File: src/rtl/mux_rr_sel_ctrl.sv
// Round-robin owner selection for a shared 8:1 mux: registered one-hot grant, mux select and valid.
// Optional macro MUX_GAP_EN inserts one dead cycle (GAP state) between consecutive owners.
module mux_rr_sel_ctrl #(
    parameter int MAX_HOLD = 4
) (
    input  logic       clk,
    input  logic       rst,
    input  logic [7:0] req,
    output logic [7:0] gnt,
    output logic [2:0] s,
    output logic       valid,
    output logic [2:0] ptr
);

    typedef enum logic [1:0] {
        ST_IDLE  = 2'd0,
`ifdef MUX_GAP_EN
        ST_GAP   = 2'd2,
`endif
        ST_GRANT = 2'd1
    } state_t;

    localparam logic [7:0] HOLD_LAST = 8'(MAX_HOLD - 1);

    state_t     r_state, w_state_next;
    logic [7:0] r_gnt, w_gnt_next;
    logic [2:0] r_s, w_s_next;
    logic       r_valid, w_valid_next;
    logic [2:0] r_ptr, w_ptr_next;
    logic [7:0] r_cnt, w_cnt_next;

    logic [2:0] w_base;
    logic [7:0] w_rot;
    logic [2:0] w_off;
    logic [2:0] w_win;
    logic       w_found;
    logic       w_release;

    // While granting, a release searches from the owner's successor so the owner ends up last.
    assign w_base = (r_state == ST_GRANT) ? (r_s + 3'd1) : r_ptr;

    generate
        for (genvar gi = 0; gi < 8; gi++) begin : g_rot
            assign w_rot[gi] = req[w_base + 3'(gi)];
        end
    endgenerate

    always_comb begin
        w_found = 1'b0;
        w_off   = 3'd0;
        for (int k = 7; k >= 0; k--) begin
            if (w_rot[k]) begin
                w_found = 1'b1;
                w_off   = 3'(k);
            end
        end
    end

    assign w_win     = w_base + w_off;
    assign w_release = (r_state == ST_GRANT) && (!req[r_s] || (r_cnt == HOLD_LAST));

    always_comb begin
        w_state_next = r_state;
        w_gnt_next   = r_gnt;
        w_s_next     = r_s;
        w_valid_next = r_valid;
        w_ptr_next   = r_ptr;
        w_cnt_next   = r_cnt;
        case (r_state)
            ST_GRANT: begin
                if (w_release) begin
                    w_ptr_next = r_s + 3'd1;
`ifdef MUX_GAP_EN
                    w_state_next = ST_GAP;
                    w_gnt_next   = 8'd0;
                    w_valid_next = 1'b0;
`else
                    if (w_found) begin
                        w_s_next   = w_win;
                        w_gnt_next = 8'd1 << w_win;
                        w_cnt_next = 8'd0;
                    end else begin
                        w_state_next = ST_IDLE;
                        w_gnt_next   = 8'd0;
                        w_valid_next = 1'b0;
                    end
`endif
                end else begin
                    w_cnt_next = r_cnt + 8'd1;
                end
            end
            default: begin
                // IDLE and GAP both arbitrate from the stored pointer.
                if (w_found) begin
                    w_state_next = ST_GRANT;
                    w_s_next     = w_win;
                    w_gnt_next   = 8'd1 << w_win;
                    w_valid_next = 1'b1;
                    w_cnt_next   = 8'd0;
                end else begin
                    w_state_next = ST_IDLE;
                    w_gnt_next   = 8'd0;
                    w_valid_next = 1'b0;
                end
            end
        endcase
    end

    always_ff @(posedge clk or posedge rst) begin
        if (rst) begin
            r_state <= ST_IDLE;
            r_gnt   <= 8'd0;
            r_s     <= 3'd0;
            r_valid <= 1'b0;
            r_ptr   <= 3'd0;
            r_cnt   <= 8'd0;
        end else begin
            r_state <= w_state_next;
            r_gnt   <= w_gnt_next;
            r_s     <= w_s_next;
            r_valid <= w_valid_next;
            r_ptr   <= w_ptr_next;
            r_cnt   <= w_cnt_next;
        end
    end

    assign gnt   = r_gnt;
    assign s     = r_s;
    assign valid = r_valid;
    assign ptr   = r_ptr;

endmodule
File: config.mk
export PLATFORM = sky130hd
export DESIGN_NAME = mux_rr_sel_ctrl
export DESIGN_NICKNAME = d
export VERILOG_FILES = /design/src/rtl/mux_rr_sel_ctrl.sv
export SDC_FILE = /design/constraint.sdc
export NUM_CORES = 1
export LEC_CHECK = 0
export BUFFER_PORTS_ARGS = -buffer_cell sky130_fd_sc_hd__buf_2
export CORE_MARGIN = 4
export CORE_UTILIZATION = 41
export CTS_CLUSTER_DIAMETER = 120
export CTS_CLUSTER_SIZE = 12
export DETAILED_ROUTE_END_ITERATION = 7
export PLACE_DENSITY = 0.6
export SLEW_MARGIN = 20
export SYNTH_ARGS = -nofsm -noshare
export SYNTH_HDL_FRONTEND = slang
export SYNTH_SLANG_ARGS = --single-unit
File: constraint.sdc
create_clock -name clk -period 4.9 [get_ports clk]
set_input_delay 0.245 -clock clk [delete_from_list [all_inputs] [get_ports clk]]
set_output_delay 0.245 -clock clk [all_outputs]
set_load 0.05 [all_outputs]
== After elaboration in Yosys (flattened, before gate mapping) ==
Cells that the tools add are included.
Word-level totals
  bits in registers: 25
  input bits: 10
  output and inout bits: 15
  logic and storage cells: 87
Operators by class
  $add $sub $neg: 10
  order comparisons: 9
  equal/unequal tests: 4
  shift operators: 1
  multiplexer cells: 52
  reductions and logical operators: 5
Operators with widths (number)
  $mux 8: 6
  $lt 3x4->1 const B: 9
  $mux 3: 12
  $bmux 1 s3: 9
  $mux 1: 22
  $add 3x3->3 const B: 4
  $add 8x1->8 const B: 1
  $eq 8x2->1 const B: 1
  $shl 1x3->8 const A: 1
  $add 3x1->3 const B: 2
  $add 3x2->3 const B: 2
  $mux 2: 3
  $ne 2x2->1 const B: 2
  $reduce_and 2->1: 2
  $add 3x3->3: 1
  $eq 2x1->1 const B: 1
  $logic_and 1x1->1: 1
  $logic_not 1->1: 1
  $logic_or 1x1->1: 1

== Logic depth before layout (Yosys ltp) ==
Gate-level depths: netlist of the first run.
  depth after elaboration: 18
  depth in mapped cells: 19
  mapped depth without buffers: 16

== Least setup slack after synthesis of the first run ==
OpenSTA, ideal clock, no wires.
  path type: reg2reg
  start point: register r_s[0] (netlist: s[0])
  end point: register r_s[2] (netlist: s[2])
  setup time: 0.119 ns
  arrival time: 4.168 ns
  required time: 4.781 ns
  setup slack: 0.614 ns
  cell stages (with the launch flop): 18
  buffers on the path: 1
  clock period less this slack: 4.286 ns
  path through: dfrtp_1 > ha_1 > mux2_4 > ha_1 > buf_1 > mux2i_1 > mux2_2 > mux2_2 > nand3_1 > o211a_1 > o211a_1 > ha_1 > inv_1 > fa_1 > xor2_1 > nand2_1 > mux2_1 > o21a_1
Between the ends
  word-level cells in the longest chain between the ends: 17
  elaborated cells on any way between the ends: 51
  those cells by class: 9 x add/sub; 1 x eq/ne; 38 x mux; 3 x reduce/logical
Ends and longest elaborated chain
  start, declared: line 27  | logic [2:0] r_s, w_s_next;
  start signal, assigned: line 120  | r_s <= w_s_next;
  $add 3x1->3: line 40  | assign w_base = (r_state == ST_GRANT) ? (r_s + 3'd1) : r_ptr;
  $mux 3: line 40
  $add 3x3->3: line 44  | assign w_rot[gi] = req[w_base + 3'(gi)];
  $bmux 1 s3: line 44
  $mux 1 (implied by the code): line 44
  $mux 3 (8 in series): line 52  | if (w_rot[k]) begin
  $add 3x3->3: line 59  | assign w_win = w_base + w_off;
  $mux 3: line 78, 94
  $mux 3: line 71  | if (w_release) begin
  $mux 3: line 69  | case (r_state)
Parallel ways exist; a longest one is shown, timed or not. The select of a mux whose other input is x is not followed.
A chain may end at the register's enable or synchronous reset.

== Worst setup path after layout of the first run ==
  start point: register r_s[0] (netlist: s[0])
  end point: register r_gnt[0] (netlist: gnt[0])
Between the ends
  word-level cells in the longest chain between the ends: 18
  elaborated cells on any way between the ends: 52
  those cells by class: 9 x add/sub; 1 x eq/ne; 1 x shift; 38 x mux; 3 x reduce/logical
Ends and longest elaborated chain
  $add 3x1->3: line 40
  $mux 3: line 40
  $add 3x3->3: line 44
  $bmux 1 s3: line 44
  $mux 1 (implied by the code): line 44
  $mux 3 (8 in series): line 52
  $add 3x3->3: line 59
  $shl 1x3->8: line 80, 97
  $mux 8: line 78, 94
  $mux 8: line 71
  $mux 8: line 69
  end signal, assigned: line 119  | r_gnt <= w_gnt_next;
  end, declared: line 26  | logic [7:0] r_gnt, w_gnt_next;
Parallel ways exist; a longest one is shown, timed or not. The select of a mux whose other input is x is not followed.

==> results.md, run 1 <==
- Syn Std Cell Area: 0.00186 sq mm
- Post-cts gate resize count: 0
- Ports: 25
- Nets@finish: 217
- Status: finished clean
- Post-synth ARST share: 100%
- GR Overflow Total: 0
- Wirelength per Cell: 16.3 microns
- Worst path cell trace: ha_1 -> mux2_4 -> ha_1 -> mux2i_1 -> mux2_2 -> mux2_2 -> nand3_1 -> o211a_1 -> o211a_1 -> ha_1 -> inv_1 -> fa_1 -> xor2_1 -> a41oi_1 -> a31oi_1 -> o21ai_1
- Worst min-delay path class: in -> async
- GRT Total Usage: 15.8%
- Postcts setup bufs: 0
- Most used cell, CP: ha_1
- Most common cell in the netlist: dfrtp_1
- Routability congestion estimate: 0.924
- Sequential-to-total area share from yosys stat: 31.0%
- Largest cells by area after synthesis: dfrtp_1 (31%), mux4_2 (8.5%), mux2i_1 (5.9%)
- Initial Util: 42.6%
- Detailed-placement wirelength estimate: 3.22 mm
- Die ar.: 0.00567 sq mm
- Routed WL: 4.13 mm
- RSZ-0062 raised after global routing: false
- Post-synth EDFFs: 0
- Row count: 24
- Syn-to-layout area delta: 10.9%
- Vias/cell: 5.83
- CTS tree: yes
- Port bufs: 24
- Slew @ Worst Pin: 919 ps
- CTS Root Buffer Type: clkbuf_8
- Slowest stage delay, CP: 470 ps
- Clk_lat worst skew: 260 ps
- Worst r2r src: s[0]$_DFFE_PP0P_
- Crit path DAT: 4310 ps
- First-pass GRT wire length: 6.90 mm
- Crit path kind: reg -> reg
- Number of global-route vias before repair: 1431
- Fin crit share: 85.0%
- Layout cell share with drive strength beyond 1: 30.3%
- Initial antenna violation count: 0
- Crit path max fanout: 9
- Num CTS Buffers: 3
- Hold Buf Count CTS: 0
- Core box area: 0.00435 sq mm
- Slowest CP cell: dfrtp_1
- Total number of vias: 1475
- Minimum clock period: 4170 ps
- Worst slew margin: 38.7%
- 1st-iter DRT viols: 61
- Number of max-cap violations: 0
- Slew Limit Fails: 0
- Reg-to-reg setup timing slack: 730 ps
- Ys flop type: dfrtp_1
- Die width: 75.3 microns
- Clk sinks: 23
- Final hold violations: 0
- Clock transition at path regs: 80 ps
- Largest net degree at the start of global routing: 24
- Netlist cell types: 49
- Residual DRC: 0
- N_diodes: 0
- Avg Synthesized Cell Area: 10.5 sq um
- Clock Path Buffers: 2
- Yosys top cell by area: dfrtp_1
- Die height: 75.3 microns
- CP Launch Type: register
- Reg2Reg Capture Point: gnt[0]$_DFFE_PP0P_
- Post-synth top cells: dfrtp_1 (23), nand2_1 (18), mux2i_1 (11)
- Routed Antenna Nets: 0
- # H-tree levels: 1
- Final setup violation count: 0
- First drt pass iteration count: 4
- Mapped Nets: 192
- Setup TNS: 0 ps
- Number of synthesized register bits: 23
- Number of synthesis warnings: 0
- Post-synth top area share: 31.0%
- Skew final: 1.70 ps
- Max Fclk: 240 MHz
- Worst path required time: 5040 ps
- Syn Inst Count: 177
- Critical Path Sink Type: register
- R2r worst-path depth: 16
## registers in the layout (all words and copies together), names as in the netlist
name / flops
ptr: 3
gnt: 8
r_cnt: 8
valid: 1
s: 3
## per-stage QoR
| step | hold slack, ps | util [%] | setup slack (ps) | cells | area, sq um |
|---|---|---|---|---|---|
| floorplan | 247 | - | 614 | 177 | 1860 |
| global placement | 463 | 46.2 | 846 | 249 | 2010 |
| detailed placement | 474 | 46.2 | 743 | 249 | 2010 |
| CTS | 202 | 47.2 | 733 | 253 | 2060 |
| global route | 239 | 47.2 | 433 | 253 | 2060 |
| finish | 171 | 47.2 | 735 | 253 | 2060 |
## kinds of logic (layout without fill, tap and decap cells)
family	Yosys count	count (layout)	share of synthesized area, %
buffers and inverters	13	37	3.84
DFF	23	23	31.0
AOI/OAI and AO/OA	44	44	16.4
adders and majority gates	5	5	3.78
muxes	35	35	26.9
and+or+nand+nor	51	51	14.4
xor gates and xnor gates	6	6	3.64
## layout by cell type, fill, tap and decap left out, types with 3 or more instances in the layout
cell / instances
nor2_1: 3
mux2i_1: 11
and3_1: 3
clkbuf_8: 3
nand3_1: 7
buf_2: 24
a21oi_1: 7
dfrtp_1: 23
a31oi_1: 3
or3_1: 3
a21oi_2: 3
mux4_2: 7
mux2i_2: 4
mux2_2: 8
ha_1: 4
o21a_1: 5
o21ai_1: 10
o21ai_0: 4
inv_1: 6
nand2_1: 18
nor3_1: 6
## how the worst max path moves through the flow
| stage | slack, ps | depth (start not counted) | start | endpoint |
|---|---|---|---|---|
| after floorplan | 610 | 17 | s[0]$_DFFE_PP0P_ | s[2]$_DFFE_PP0P_ |
| after global placement | 850 | 16 | s[0]$_DFFE_PP0P_ | s[2]$_DFFE_PP0P_ |
| after detailed placement | 740 | 16 | s[0]$_DFFE_PP0P_ | gnt[3]$_DFFE_PP0P_ |
| after CTS | 730 | 16 | s[0]$_DFFE_PP0P_ | gnt[0]$_DFFE_PP0P_ |
| after global routing | 430 | 16 | s[0]$_DFFE_PP0P_ | gnt[6]$_DFFE_PP0P_ |
| final | 730 | 16 | s[0]$_DFFE_PP0P_ | gnt[0]$_DFFE_PP0P_ |
## worst max-delay path, delay by kind of cell, from the launching register on
kind	cells	cell delay (ps)
buf+inv	1	50
fa+ha+maj	4	1280
compound gates	5	840
mux	4	1040
flops	1	470
xor+xnor	1	270
simple gates	1	80
## metal layers
metal  part of all wire, %  global-route usage [%]  vias up
li1                      -                       -      721
met1                    45                    21.0      718
met2                    50                    26.3       28
met3                   3.0                    1.74        8
met4                   1.9                    6.41        0
met5                     0                       0        -
## area by class of cell
class,instances,area [sq um]
fillers,414,2300
flip-flops and latches,23,576
repair buffers,26,135
clock inverters,1,5.00
well taps,52,65.1
clock buffers,3,41.3
multi-input cells,141,1210
inverters,7,26.3
Power of run 1 is not shown: default switching activity piles up to over one toggle a cycle in this logic, so the estimate is an artifact.
==> run 2, diff against run 1 <==
--- a/config.mk
+++ b/config.mk
@@ -6,8 +6,10 @@
 export NUM_CORES = 1
 export LEC_CHECK = 0
 export BUFFER_PORTS_ARGS = -buffer_cell sky130_fd_sc_hd__buf_2
+export CORE_ASPECT_RATIO = 1.1
 export CORE_MARGIN = 4
 export CORE_UTILIZATION = 41
+export CTS_BUF_LIST = sky130_fd_sc_hd__clkbuf_4 sky130_fd_sc_hd__clkbuf_8 sky130_fd_sc_hd__clkbuf_16
 export CTS_CLUSTER_DIAMETER = 120
 export CTS_CLUSTER_SIZE = 12
 export DETAILED_ROUTE_END_ITERATION = 7
==> results.md, run 2 (synthesized netlist as in run 1, its figures left out) <==
- Status: finished clean
- Final hold violations: 0 (unchanged)
- Number of global-route vias before repair: 1559 (+8.9%)
- Skew final: 1.04 ps (-0.657 ps)
- Postcts setup bufs: 0 (unchanged)
- Core box area: 0.00435 sq mm (-0.14%)
- Critical Path Sink Type: register
- Worst path required time: 5040 ps (about the same)
- First-pass GRT wire length: 7.16 mm (+3.8%)
- Fillers: 417 (+0.72%)
- Max Fclk: 238 MHz (-0.85%)
- Slew @ Worst Pin: 864 ps (-55.4 ps)
- Die height: 78.6 microns (+4.4%)
- Routed Antenna Nets: 0 (unchanged)
- Slew Limit Fails: 0 (unchanged)
- Most frequent cells in the layout: buf_2 (24), dfrtp_1 (23), nand2_1 (18), mux2i_1 (11), o21ai_1 (10)
- Layout cell share with drive strength beyond 1: 30.3% (unchanged)
- Crit path kind: reg -> reg
- CP Launch Type: register
- Minimum clock period: 4200 ps (+35.7 ps)
- Syn-to-layout area delta: 11.0%
- Hold_ws: 151 ps (-20.5 ps)
- Crit. Startpoint: s[0]$_DFFE_PP0P_
- Clock Path Buffers: 2 (unchanged)
- Fin area: 0.00206 sq mm (+0.12%)
- N_diodes: 0 (unchanged)
- Detailed-placement wirelength estimate: 3.29 mm (+2.2%)
- GR Overflow Total: 0 (unchanged)
- CTS tree: yes
- Die width: 72.1 microns (-4.2%)
- Largest net degree at the start of global routing: 24 (unchanged)
- Initial Util: 42.7% (+0.061 points)
- Nets@finish: 217 (unchanged)
- GRT Total Usage: 15.9% (+0.071 points)
- Reg2Reg Capture Point: gnt[1]$_DFFE_PP0P_
- Initial antenna violation count: 0 (unchanged)
- 1st-iter DRT viols: 66 (+8.2%)
- Worst slew margin: 42.4% (+3.7 points)
- Most common cell after layout, fill and taps aside: buf_2
- Die ar.: 0.00567 sq mm (about the same)
- Num CTS Buffers: 3 (unchanged)
- Vias/cell: 5.80 (-0.52%)
- Total number of vias: 1479 (+0.27%)
- Row count: 25 (+4.2%)
- # H-tree levels: 1 (unchanged)
- Reg-to-reg setup timing slack: 700 ps (-40 ps)
- Routability congestion estimate: 0.891 (-3.6%)
- Crit path to: gnt[1]$_DFFE_PP0P_
- Crit path DAT: 4340 ps (+30 ps)
- First drt pass iteration count: 4 (unchanged)
- R2r worst-path depth: 16 (unchanged)
- RSZ-0062 raised after global routing: false
- Residual DRC: 0 (unchanged)
- Worst r2r src: s[0]$_DFFE_PP0P_
- Setup TNS: 0 ps (unchanged)
- Final setup violation count: 0 (unchanged)
- Clk sinks: 23 (unchanged)
- Number of max-cap violations: 0 (unchanged)
- Ports: 25 (unchanged)
- Clk_lat worst skew: 260 ps (about the same)
- Routed WL: 4.14 mm (+0.27%)
- Post-cts gate resize count: 0 (unchanged)
- Post-DP Area: 0.00201 sq mm (+0.12%)
- Clock transition at path regs: 80 ps (about the same)
- Hold Buf Count CTS: 0 (unchanged)
- Crit path max fanout: 9 (unchanged)
- Worst min-delay path class: in -> async
- CTS Root Buffer Type: clkbuf_8
- Fin crit share: 85.7% (+0.73 points)
- Port bufs: 24 (unchanged)
- Wirelength per Cell: 16.2 microns (-0.52%)
==> run 2: cell counts in the layout (fill, tap and decap cells not counted) <==
Identical to the previous run, type by type.
==> run 2: worst min-delay path by stage <==
stage                     depth (start not counted)                  to  slack, ps          startpoint
after detailed placement                          2  gnt[4]$_DFFE_PP0P_        470  gnt[4]$_DFFE_PP0P_
after floorplan                                   1  gnt[0]$_DFFE_PP0P_        250                 rst
after CTS                                         2  r_cnt[5]$_DFF_PP0_        190                 rst
after global routing                              2  r_cnt[5]$_DFF_PP0_        250                 rst
final                                             2  r_cnt[5]$_DFF_PP0_        150                 rst
after global placement                            2  gnt[2]$_DFFE_PP0P_        470                 rst
==> run 2: stage by stage <==
step                      setup WS, ps  util [%]  cells
after global placement             848      46.3    251
after detailed placement           705      46.3    251
after CTS                          692      47.4    255
after global routing               373      47.4    255
after floorplan                    614         -    177
final                              699      47.4    255
==> run 2: per-layer routing <==
layer | vias to the layer above | wire [microns] | track usage, %
met1 | 723 | 1840 | 19.4
li1 | 718 | - | -
met3 | 9 | 84 | 1.28
met4 | 0 | 117 | 8.83
met2 | 29 | 2100 | 27.1
met5 | - | 0 | 0
==> run 2: layout make-up <==
class	count	area [sq um]	share of cell area (%)
clock inverters	1	5.00	0.243
well taps	54	67.6	3.28
repair buffers	26	135	6.56
clock buffers	3	41.3	2.00
multi-input cells	141	1210	58.7
flip-flops and latches	23	576	27.9
inverters	7	26.3	1.28
==> run 2: critical path, stage by stage (launching register included) <==
cell and delay [ps]:
dfrtp_1 460, ha_1 370, mux2_4 320, ha_1 380, mux2i_1 150, mux2_2 310, mux2_2 270, nand3_1 80
o211a_1 150, o211a_1 150, ha_1 140, inv_1 50, fa_1 420, xor2_1 270, a41oi_1 90, a31oi_1 360
o21ai_1 100
Power of run 2 is left out for the same reason.
